File: src/rtl/decode_stage.sv
// decode_stage
// Registered, flow-controlled RV32I decode stage sitting between fetch and
// execute. Each accepted instruction is split into its fields, gets its
// sign-extended immediate and register-use flags, and is registered together
// with its PC. A two-entry skid buffer (main + skid) keeps in_ready a pure
// register output (in_ready = !skid_valid), independent of out_ready.
//
// Optional feature: define DECODE_ILLEGAL_EN to register an illegal-instruction
// flag with the payload. Left undefined, the illegal output is tied to 0.
//
// Parameters:
//   XLEN  width of the immediate output (>= 32), sign-extended from bit 31
//   PC_W  width of the PC carried with each instruction
//
// Ports:
//   clk, rst_n          rising-edge clock, asynchronous active-low reset
//   flush               drop everything buffered and the input of this cycle
//   in_valid/in_ready   fetch-side handshake; in_instr, in_pc payload
//   out_valid/out_ready execute-side handshake
//   out_pc, opcode, func3, func7, Rs1, Rs2, Rd, imme  decoded payload
//   imm_fmt             0 none, 1 I, 2 S, 3 B, 4 U, 5 J
//   rs1_used, rs2_used, rd_we, illegal  register-use / legality flags

module decode_stage #(
    parameter int XLEN = 32,
    parameter int PC_W = 32
) (
    input  logic            clk,
    input  logic            rst_n,
    input  logic            flush,
    input  logic            in_valid,
    output logic            in_ready,
    input  logic [31:0]     in_instr,
    input  logic [PC_W-1:0] in_pc,
    output logic            out_valid,
    input  logic            out_ready,
    output logic [PC_W-1:0] out_pc,
    output logic [6:0]      opcode,
    output logic [2:0]      func3,
    output logic            func7,
    output logic [4:0]      Rs1,
    output logic [4:0]      Rs2,
    output logic [4:0]      Rd,
    output logic [XLEN-1:0] imme,
    output logic [2:0]      imm_fmt,
    output logic            rs1_used,
    output logic            rs2_used,
    output logic            rd_we,
    output logic            illegal
);

    localparam logic [6:0] OPC_LUI    = 7'b0110111;
    localparam logic [6:0] OPC_AUIPC  = 7'b0010111;
    localparam logic [6:0] OPC_JAL    = 7'b1101111;
    localparam logic [6:0] OPC_JALR   = 7'b1100111;
    localparam logic [6:0] OPC_LOAD   = 7'b0000011;
    localparam logic [6:0] OPC_OPIMM  = 7'b0010011;
    localparam logic [6:0] OPC_BRANCH = 7'b1100011;
    localparam logic [6:0] OPC_STORE  = 7'b0100011;
    localparam logic [6:0] OPC_OP     = 7'b0110011;

    localparam logic [2:0] FMT_NONE = 3'd0;
    localparam logic [2:0] FMT_I    = 3'd1;
    localparam logic [2:0] FMT_S    = 3'd2;
    localparam logic [2:0] FMT_B    = 3'd3;
    localparam logic [2:0] FMT_U    = 3'd4;
    localparam logic [2:0] FMT_J    = 3'd5;

    typedef struct packed {
        logic [PC_W-1:0] pc;
        logic [6:0]      opcode;
        logic [2:0]      func3;
        logic            func7;
        logic [4:0]      rs1;
        logic [4:0]      rs2;
        logic [4:0]      rd;
        logic [XLEN-1:0] imm;
        logic [2:0]      fmt;
        logic            rs1_used;
        logic            rs2_used;
        logic            rd_we;
`ifdef DECODE_ILLEGAL_EN
        logic            illegal;
`endif
    } payload_t;

    logic            r_out_valid;
    logic            r_skid_valid;
    logic [31:0]     r_skid_instr;
    logic [PC_W-1:0] r_skid_pc;
    payload_t        r_main;

    logic [31:0]     w_src_instr;
    logic [PC_W-1:0] w_src_pc;
    logic [31:0]     w_imm32;
    logic            w_is_op;
    payload_t        w_dec;
    logic            w_accept;
    logic            w_load_main;

    // The skid holds the raw word; whichever entry heads into main is decoded.
    assign w_src_instr = r_skid_valid ? r_skid_instr : in_instr;
    assign w_src_pc    = r_skid_valid ? r_skid_pc    : in_pc;

    assign in_ready    = !r_skid_valid;
    assign w_accept    = in_valid && !r_skid_valid;
    assign w_load_main = !r_out_valid || out_ready;

    always_comb begin
        w_dec         = '0;
        w_imm32       = '0;
        w_is_op       = 1'b0;
        w_dec.pc      = w_src_pc;
        w_dec.opcode  = w_src_instr[6:0];
        w_dec.func3   = w_src_instr[14:12];
        w_dec.func7   = w_src_instr[30];
        w_dec.rs1     = w_src_instr[19:15];
        w_dec.rs2     = w_src_instr[24:20];
        w_dec.rd      = w_src_instr[11:7];

        case (w_src_instr[6:0])
            OPC_LUI, OPC_AUIPC:           w_dec.fmt = FMT_U;
            OPC_JAL:                      w_dec.fmt = FMT_J;
            OPC_JALR, OPC_LOAD, OPC_OPIMM: w_dec.fmt = FMT_I;
            OPC_BRANCH:                   w_dec.fmt = FMT_B;
            OPC_STORE:                    w_dec.fmt = FMT_S;
            OPC_OP:                       w_is_op   = 1'b1;
            default:                      w_dec.fmt = FMT_NONE;
        endcase

        case (w_dec.fmt)
            FMT_I:   w_imm32 = {{20{w_src_instr[31]}}, w_src_instr[31:20]};
            FMT_S:   w_imm32 = {{20{w_src_instr[31]}}, w_src_instr[31:25], w_src_instr[11:7]};
            FMT_B:   w_imm32 = {{19{w_src_instr[31]}}, w_src_instr[31], w_src_instr[7],
                                w_src_instr[30:25], w_src_instr[11:8], 1'b0};
            FMT_U:   w_imm32 = {w_src_instr[31:12], 12'b0};
            FMT_J:   w_imm32 = {{11{w_src_instr[31]}}, w_src_instr[31], w_src_instr[19:12],
                                w_src_instr[20], w_src_instr[30:21], 1'b0};
            default: w_imm32 = '0;
        endcase

        // U immediates also sign-extend from bit 31 on wider datapaths.
        w_dec.imm       = {XLEN{w_imm32[31]}};
        w_dec.imm[31:0] = w_imm32;

        w_dec.rs1_used = (w_dec.fmt == FMT_I) || (w_dec.fmt == FMT_S) ||
                         (w_dec.fmt == FMT_B) || w_is_op;
        w_dec.rs2_used = (w_dec.fmt == FMT_S) || (w_dec.fmt == FMT_B) || w_is_op;
        w_dec.rd_we    = ((w_dec.fmt == FMT_U) || (w_dec.fmt == FMT_J) ||
                          (w_dec.fmt == FMT_I) || w_is_op) && (w_dec.rd != 5'd0);

`ifdef DECODE_ILLEGAL_EN
        // Every recognised opcode either has a format or is OP.
        w_dec.illegal = !((w_dec.fmt != FMT_NONE) || w_is_op) ||
                        (w_src_instr[1:0] != 2'b11) ||
                        ((w_dec.opcode == OPC_JALR) && (w_dec.func3 != 3'd0)) ||
                        ((w_dec.opcode == OPC_BRANCH) && (w_dec.func3[2:1] == 2'b01)) ||
                        (w_is_op && (w_src_instr[31:25] != 7'b0000000) &&
                                    (w_src_instr[31:25] != 7'b0100000));
        if (w_dec.illegal) begin
            w_dec.rs1_used = 1'b0;
            w_dec.rs2_used = 1'b0;
            w_dec.rd_we    = 1'b0;
        end
`endif
    end

    always_ff @(posedge clk or negedge rst_n) begin
        if (!rst_n) begin
            r_out_valid  <= 1'b0;
            r_skid_valid <= 1'b0;
            r_skid_instr <= '0;
            r_skid_pc    <= '0;
            r_main       <= '0;
        end else if (flush) begin
            r_out_valid  <= 1'b0;
            r_skid_valid <= 1'b0;
        end else begin
            if (w_load_main) begin
                r_out_valid <= r_skid_valid || w_accept;
                if (r_skid_valid || w_accept) begin
                    r_main <= w_dec;
                end
            end
            // An accept can only happen with the skid empty, so a skid entry
            // moving to main never coincides with a new arrival.
            if (w_accept && !w_load_main) begin
                r_skid_valid <= 1'b1;
                r_skid_instr <= in_instr;
                r_skid_pc    <= in_pc;
            end else if (w_load_main) begin
                r_skid_valid <= 1'b0;
            end
        end
    end

    assign out_valid = r_out_valid;
    assign out_pc    = r_main.pc;
    assign opcode    = r_main.opcode;
    assign func3     = r_main.func3;
    assign func7     = r_main.func7;
    assign Rs1       = r_main.rs1;
    assign Rs2       = r_main.rs2;
    assign Rd        = r_main.rd;
    assign imme      = r_main.imm;
    assign imm_fmt   = r_main.fmt;
    assign rs1_used  = r_main.rs1_used;
    assign rs2_used  = r_main.rs2_used;
    assign rd_we     = r_main.rd_we;
`ifdef DECODE_ILLEGAL_EN
    assign illegal   = r_main.illegal;
`else
    assign illegal   = 1'b0;
`endif

endmodule

File: config.mk
export PLATFORM = sky130hd
export DESIGN_NAME = decode_stage
export DESIGN_NICKNAME = d
export VERILOG_FILES = /design/src/rtl/decode_stage.sv
export SDC_FILE = /design/constraint.sdc
export NUM_CORES = 1
export LEC_CHECK = 0
export BUFFER_PORTS_ARGS = -buffer_cell sky130_fd_sc_hd__buf_2
export CAP_MARGIN = 20
export CORE_ASPECT_RATIO = 0.5
export CORE_UTILIZATION = 46
export CTS_BUF_LIST = sky130_fd_sc_hd__clkbuf_16
export CTS_CLUSTER_SIZE = 12
export DETAILED_ROUTE_END_ITERATION = 10
export PLACE_DENSITY_LB_ADDON = 0.12
export SKIP_CTS_REPAIR_TIMING = 1
export SLEW_MARGIN = 20
export SYNTH_ARGS = -nofsm -noshare
export SYNTH_HDL_FRONTEND = slang
export SYNTH_SLANG_ARGS = --single-unit
File: constraint.sdc
create_clock -name clk -period 2.15 [get_ports clk]
set_clock_uncertainty 0.15 [all_clocks]
set_input_delay 0.215 -clock clk [delete_from_list [all_inputs] [get_ports clk]]
set_output_delay 0.215 -clock clk [all_outputs]
set_load 0.005 [all_outputs]
Word level (Yosys, flattened, before mapping)
Cells that the tools add are included.
{"block": "word_totals", "in_bits": 69, "regBits": 162, "out_inout_bits": 99}
{"block": "classes", "n_eq_ne": 14, "mux": 10, "bitwise_logic": 1, "n_reduce_logical": 23}
{"op": "$pmux W32 S5", "n": 1}
{"op": "$mux W32", "n": 2}
{"op": "$eq A7 B6 Y1 const B", "n": 3}
{"op": "$eq A7 B7 Y1 const B", "n": 3}
{"op": "$pmux W3 S5", "n": 1}
{"op": "$eq A7 B5 Y1 const B", "n": 2}
{"op": "$logic_or A1 B1 Y1", "n": 10}
{"op": "$eq A7 B2 Y1 const B", "n": 1}
{"op": "$eq A3 B2 Y1 const B", "n": 2}
{"op": "$eq A3 B3 Y1 const B", "n": 2}
{"op": "$mux W1", "n": 6}
{"op": "$reduce_bool A5 Y1", "n": 1}
{"op": "$eq A3 B1 Y1 const B", "n": 1}
{"op": "$logic_and A1 B1 Y1", "n": 3}
{"op": "$logic_not A1 Y1", "n": 3}
{"op": "$reduce_and A3 Y1", "n": 1}
{"op": "$reduce_bool A3 Y1", "n": 1}
{"op": "$reduce_or A3 Y1", "n": 1}
{"op": "$reduce_and A2 Y1", "n": 1}
{"op": "$reduce_bool A2 Y1", "n": 1}
{"op": "$reduce_or A2 Y1", "n": 1}
{"op": "$not A1 Y1", "n": 1}

Longest topological paths before layout
{"block": "depth", "depth_word": 9, "mapped_depth": 8}

Least setup slack after synthesis
OpenSTA, ideal clock, no wires.
{"block": "synth_path", "path_kind": "register to register", "startpoint": "reg r_skid_valid", "endpoint": "reg r_main (netlist bit imme[14])", "t_arrival_ns": 1.817, "synth_period_minus_slack_ns": 2.032, "slack_ns": 0.118, "stages_incl_launch_ff": 8, "n_path_buf": 2, "path_cell_list": "dfrtp_1 -> buf_6 -> mux2_2 -> nor4_4 -> o211ai_2 -> buf_2 -> o211ai_1 -> o21a_1"}
{"block": "synth_between", "elab_chain_cells": 6}
{"item": "start: declaration", "line_no": "88", "text": "logic r_skid_valid;"}
{"item": "start signal: assignment", "line_no": "171", "text": "r_skid_valid <= 1'b0;"}
{"item": "start signal: assignment", "line_no": "177", "text": "r_skid_valid <= 1'b0;"}
{"item": "start signal: assignment", "line_no": "188", "text": "r_skid_valid <= 1'b1;"}
{"item": "$mux W32", "line_no": "102", "text": "assign w_src_instr = r_skid_valid ? r_skid_instr : in_instr;"}
{"item": "$eq A7 B7 Y1 (tied with other cells)", "line_no": "121", "text": "case (w_src_instr[6:0])"}
{"item": "$reduce_or A3 Y1 or $reduce_or A2 Y1 (tied branches)", "line_no": "121"}
{"item": "$pmux W3 S5", "line_no": "121"}
{"item": "$eq A3 B3 Y1 (tied with other cells)", "line_no": "131", "text": "case (w_dec.fmt)"}
{"item": "$pmux W32 S5", "line_no": "131"}
{"item": "end signal: assignment", "line_no": "182", "text": "r_main <= w_dec;"}
{"item": "end: declaration", "line_no": "91", "text": "payload_t r_main;"}
Several ways; a longest one is shown, not always the timed one.
A chain may end at the register's enable or synchronous reset.

Final worst setup path
{"block": "layout_path", "startpoint": "reg r_skid_valid", "endpoint": "reg r_main (netlist bit imme[11])"}
The elaborated chain is that of the path after synthesis.

==> summary.txt <==
Pwr
  – Net Switching: 2.15 mW
  – Pwr/cell area: 818 nW/um^2
  – Lkg Pwr: 4.64 nW
  – Switching share of power: 0.263
  – Internal Pwr Total: 6.02 mW
  – Total power: 8.17 mW
  – Reg power frac: 0.474
  – Gate power share: 0.164
  – Peak VDD IR: 540 uV
  – Clock power frac: 0.361

Critical path
  – Critical Path AT: 2.44 ns
  – Reg2reg start: r_skid_valid
  – CP Cell Sequence: buf_6 -> mux2_4 -> buf_6 -> a2111o_1 -> nor2_2 -> a211o_1 -> o22a_1
  – Max stage delay on crit path: 0.53 ns
  – Top cell by count, worst path: buf_6
  – Max FO, Critical Path: 6
  – Slowest cell on crit path: dfrtp_4
  – Crit. End Element: flip-flop
  – Crit path required time: 2.35 ns
  – CP Launch Type: flip-flop
  – Worst setup startpoint: r_skid_valid
  – Crit Path Class: reg -> reg
  – Worst reg-to-reg setup slack: -0.1 ns

Synthesis
  – Yosys warns: 0
  – Syn Area/Cell: 12.3 um^2
  – Yosys top cell by area: dfrtp_1
  – Library cells used by synthesis: 48
  – Most area-consuming cells after synthesis: dfrtp_1 (57%), mux2_2 (11%), mux2i_1 (9.1%)
  – Synthesized area: 7120 um^2
  – Register bit total from synthesis: 162
  – Post-synthesis net count: 649
  – Register area share after synthesis: 0.569
  – Mapped Cells: 580
  – Area share of the largest cell type after synthesis: 0.569

Routing
  – DRT Pass-1 Iters: 5
  – Via density: 5.17
  – Vias after detailed routing: 5459
  – WL/cell: 16.8 um
  – Routed wire length: 17700 um
  – Post-DRT Antenna Nets: 0
  – Iteration-0 DRC Markers: 244
  – # DRC: 0

CTS
  – CTS tree: done
  – Clk_lat worst skew: 0.41 ns
  – Sinks on the clock net: 162
  – Number of buffers created by CTS: 17
  – Root Driver: clkbuf_16
  – H-tree depth: 4
  – CTS clk-pin slew, worst paths: 0.07 ns
  – Worst-case clock buffer depth: 2

STA
  – Final Cycle Share: 1.05
  – Fmax: 0.445 GHz
  – Final min period: 2.25 ns
  – RSZ-0062 raised after global routing: yes
  – Endpoints failing hold: 0
  – Setup tns final: -1.10 ns
  – Final-report setup violation count: 25
  – Setup WS post-layout: -0.0986 ns
  – Max-slew violations: 0

Placed design
  – DP HPWL: 11400 um
  – PortBufs: 166
  – Gp weighted congestion: 0.847

Cells and area
  – Layout cell share with drive strength beyond 1: 0.411
  – Nets: 913
  – Final core occ: 0.676
  – Antenna Cells: 0
  – Layout area overhead: 40.3%

Status
  – Failing checks: setup timing
  – Status: finished, violations left

Global routing
  – Initial antenna violation count: 0
  – Largest net degree at the start of global routing: 59
  – Tot GR Track Use: 0.218
  – First-pass GRT wire length: 27200 um
  – Vias in the first global route: 5209
  – Gr ovfl total: 0

Min path
  – Worst Hold Launch: in_valid
  – HP Class: in -> reg

Die
  – Die Y: 90.0 um
  – # IOs: 168
  – Die X: 178 um
  – Die area: 16000 um^2
  – Initial core utilization: 0.482
  – Rows: 31
  – Core Box Area: 14800 um^2

Run
  – Max_cap viols: 0
==> registers in the layout (all words and copies together), names as in the netlist <==
register and flops:
func3 3, rd_we 1, r_skid_valid 1, Rs1 5
out_valid 1, Rd 5, rs1_used 1, Rs2 5
r_skid_instr 32, opcode 7, func7 1, imm_fmt 3
imme 32, out_pc 32, rs2_used 1, r_skid_pc 32
==> final cells by class <==
cell class | count | area (um^2)
clock buffers | 17 | 425
clock inverters | 15 | 145
fillers | 1136 | 4790
inverters | 2 | 7.51
multi-input cells | 375 | 3030
flip-flops and latches | 162 | 4060
well taps | 198 | 248
repair buffers | 286 | 2070
==> metrics by stage <==
step	worst slack [ns]	cells	area (um^2)	hold WS, ns
6_report	-0.0986	1055	9990	0.134
5_1_grt	-0.133	1055	9990	0.187
4_1_cts	-0.0998	978	9010	-0.404
3_5_place_dp	-0.0722	946	8440	0.0428
3_3_place_gp	0.0183	946	8440	0.0397
2_1_floorplan	0.118	580	7120	-0.231
==> kinds of logic after synthesis <==
kind of cell | Yosys count | share of synthesized area
compound gates | 138 | 0.130
mux | 134 | 0.201
other cells | 1 | 0.000527
flops | 162 | 0.569
simple gates | 102 | 0.0684
buf+inv | 43 | 0.0313
==> final timing paths <==
path                            endpoint  cells after the start
max in group asynchronous        imme[5]                      3
max reg2reg                     imme[11]                      7
max                             imme[11]                      7
min                         r_skid_valid                      4
min reg2reg                   imm_fmt[2]                      2
min in group asynchronous  r_skid_pc[25]                      2
==> per-layer routing <==
metal / routed length, um / track usage
met1: 8480 / 0.304
met2: 8450 / 0.337
met3: 664 / 0.0558
met4: 153 / 0.0605
met5: 0 / 0
==> cells in the mapped netlist (all sizes together) <==
cell	count
or3	2
and2	2
nand3b	1
a22oi	1
a21oi	5
nand3	5
o22ai	11
a211oi	2
nand4	1
nor2	3
a311oi	1
a211o	1
o221ai	4
a21o	1
mux2	69
nor2b	1
nand2	75
nor4	3
o41ai	1
o211ai	9
o21ai	64
buf	29
clkbuf	12
conb	1
nand4b	1
dfrtp	162
nand2b	1
o21a	12
o2111ai	2
nand4bb	1
inv	2
or2	1
a2111o	1
a22o	13
a2111oi	1
o31ai	8
nor3	5
o22a	1
mux2i	65
==> power by group through the flow <==
stage                     sequential (mW)  combinational [mW]  clock [mW]
after CTS                            3.86                1.22        3.01
after global routing                 3.94                1.49        3.15
after detailed placement             3.91                1.22           0
after global placement               3.89                1.18           0
final                                3.87                1.34        2.95
after floorplan                      3.87               0.647           0
==> cell usage in the layout, fill, tap and decap left out, types with 3 or more instances in the layout <==
| cell | instances |
|---|---|
| o221ai_1 | 4 |
| o21a_1 | 12 |
| nand2_1 | 75 |
| clkbuf_16 | 18 |
| mux2_4 | 3 |
| o31ai_2 | 4 |
| mux2_2 | 66 |
| a22o_1 | 13 |
| inv_1 | 5 |
| dlygate4sd3_1 | 68 |
| mux2i_2 | 3 |
| nor3_1 | 3 |
| o22ai_2 | 6 |
| buf_6 | 7 |
| nand3_1 | 4 |
| o211ai_1 | 8 |
| clkinvlp_4 | 4 |
| buf_4 | 35 |
| mux2i_1 | 60 |
| o31ai_1 | 3 |
| buf_2 | 165 |
| o21ai_0 | 60 |
| buf_12 | 10 |
| dfrtp_1 | 161 |
| a21oi_1 | 4 |
| o22ai_1 | 5 |
| o21ai_2 | 3 |
==> worst max-delay path, delay by kind of cell, from the launching register on <==
| kind | cells | cell delay (ns) |
|---|---|---|
| AOI/OAI and AO/OA | 3 | 0.71 |
| and+or+nand+nor | 1 | 0.17 |
| muxes | 1 | 0.33 |
| DFF | 1 | 0.53 |
| buffers and inverters | 2 | 0.28 |
Note: power is estimated with default switching activity, not from simulation.
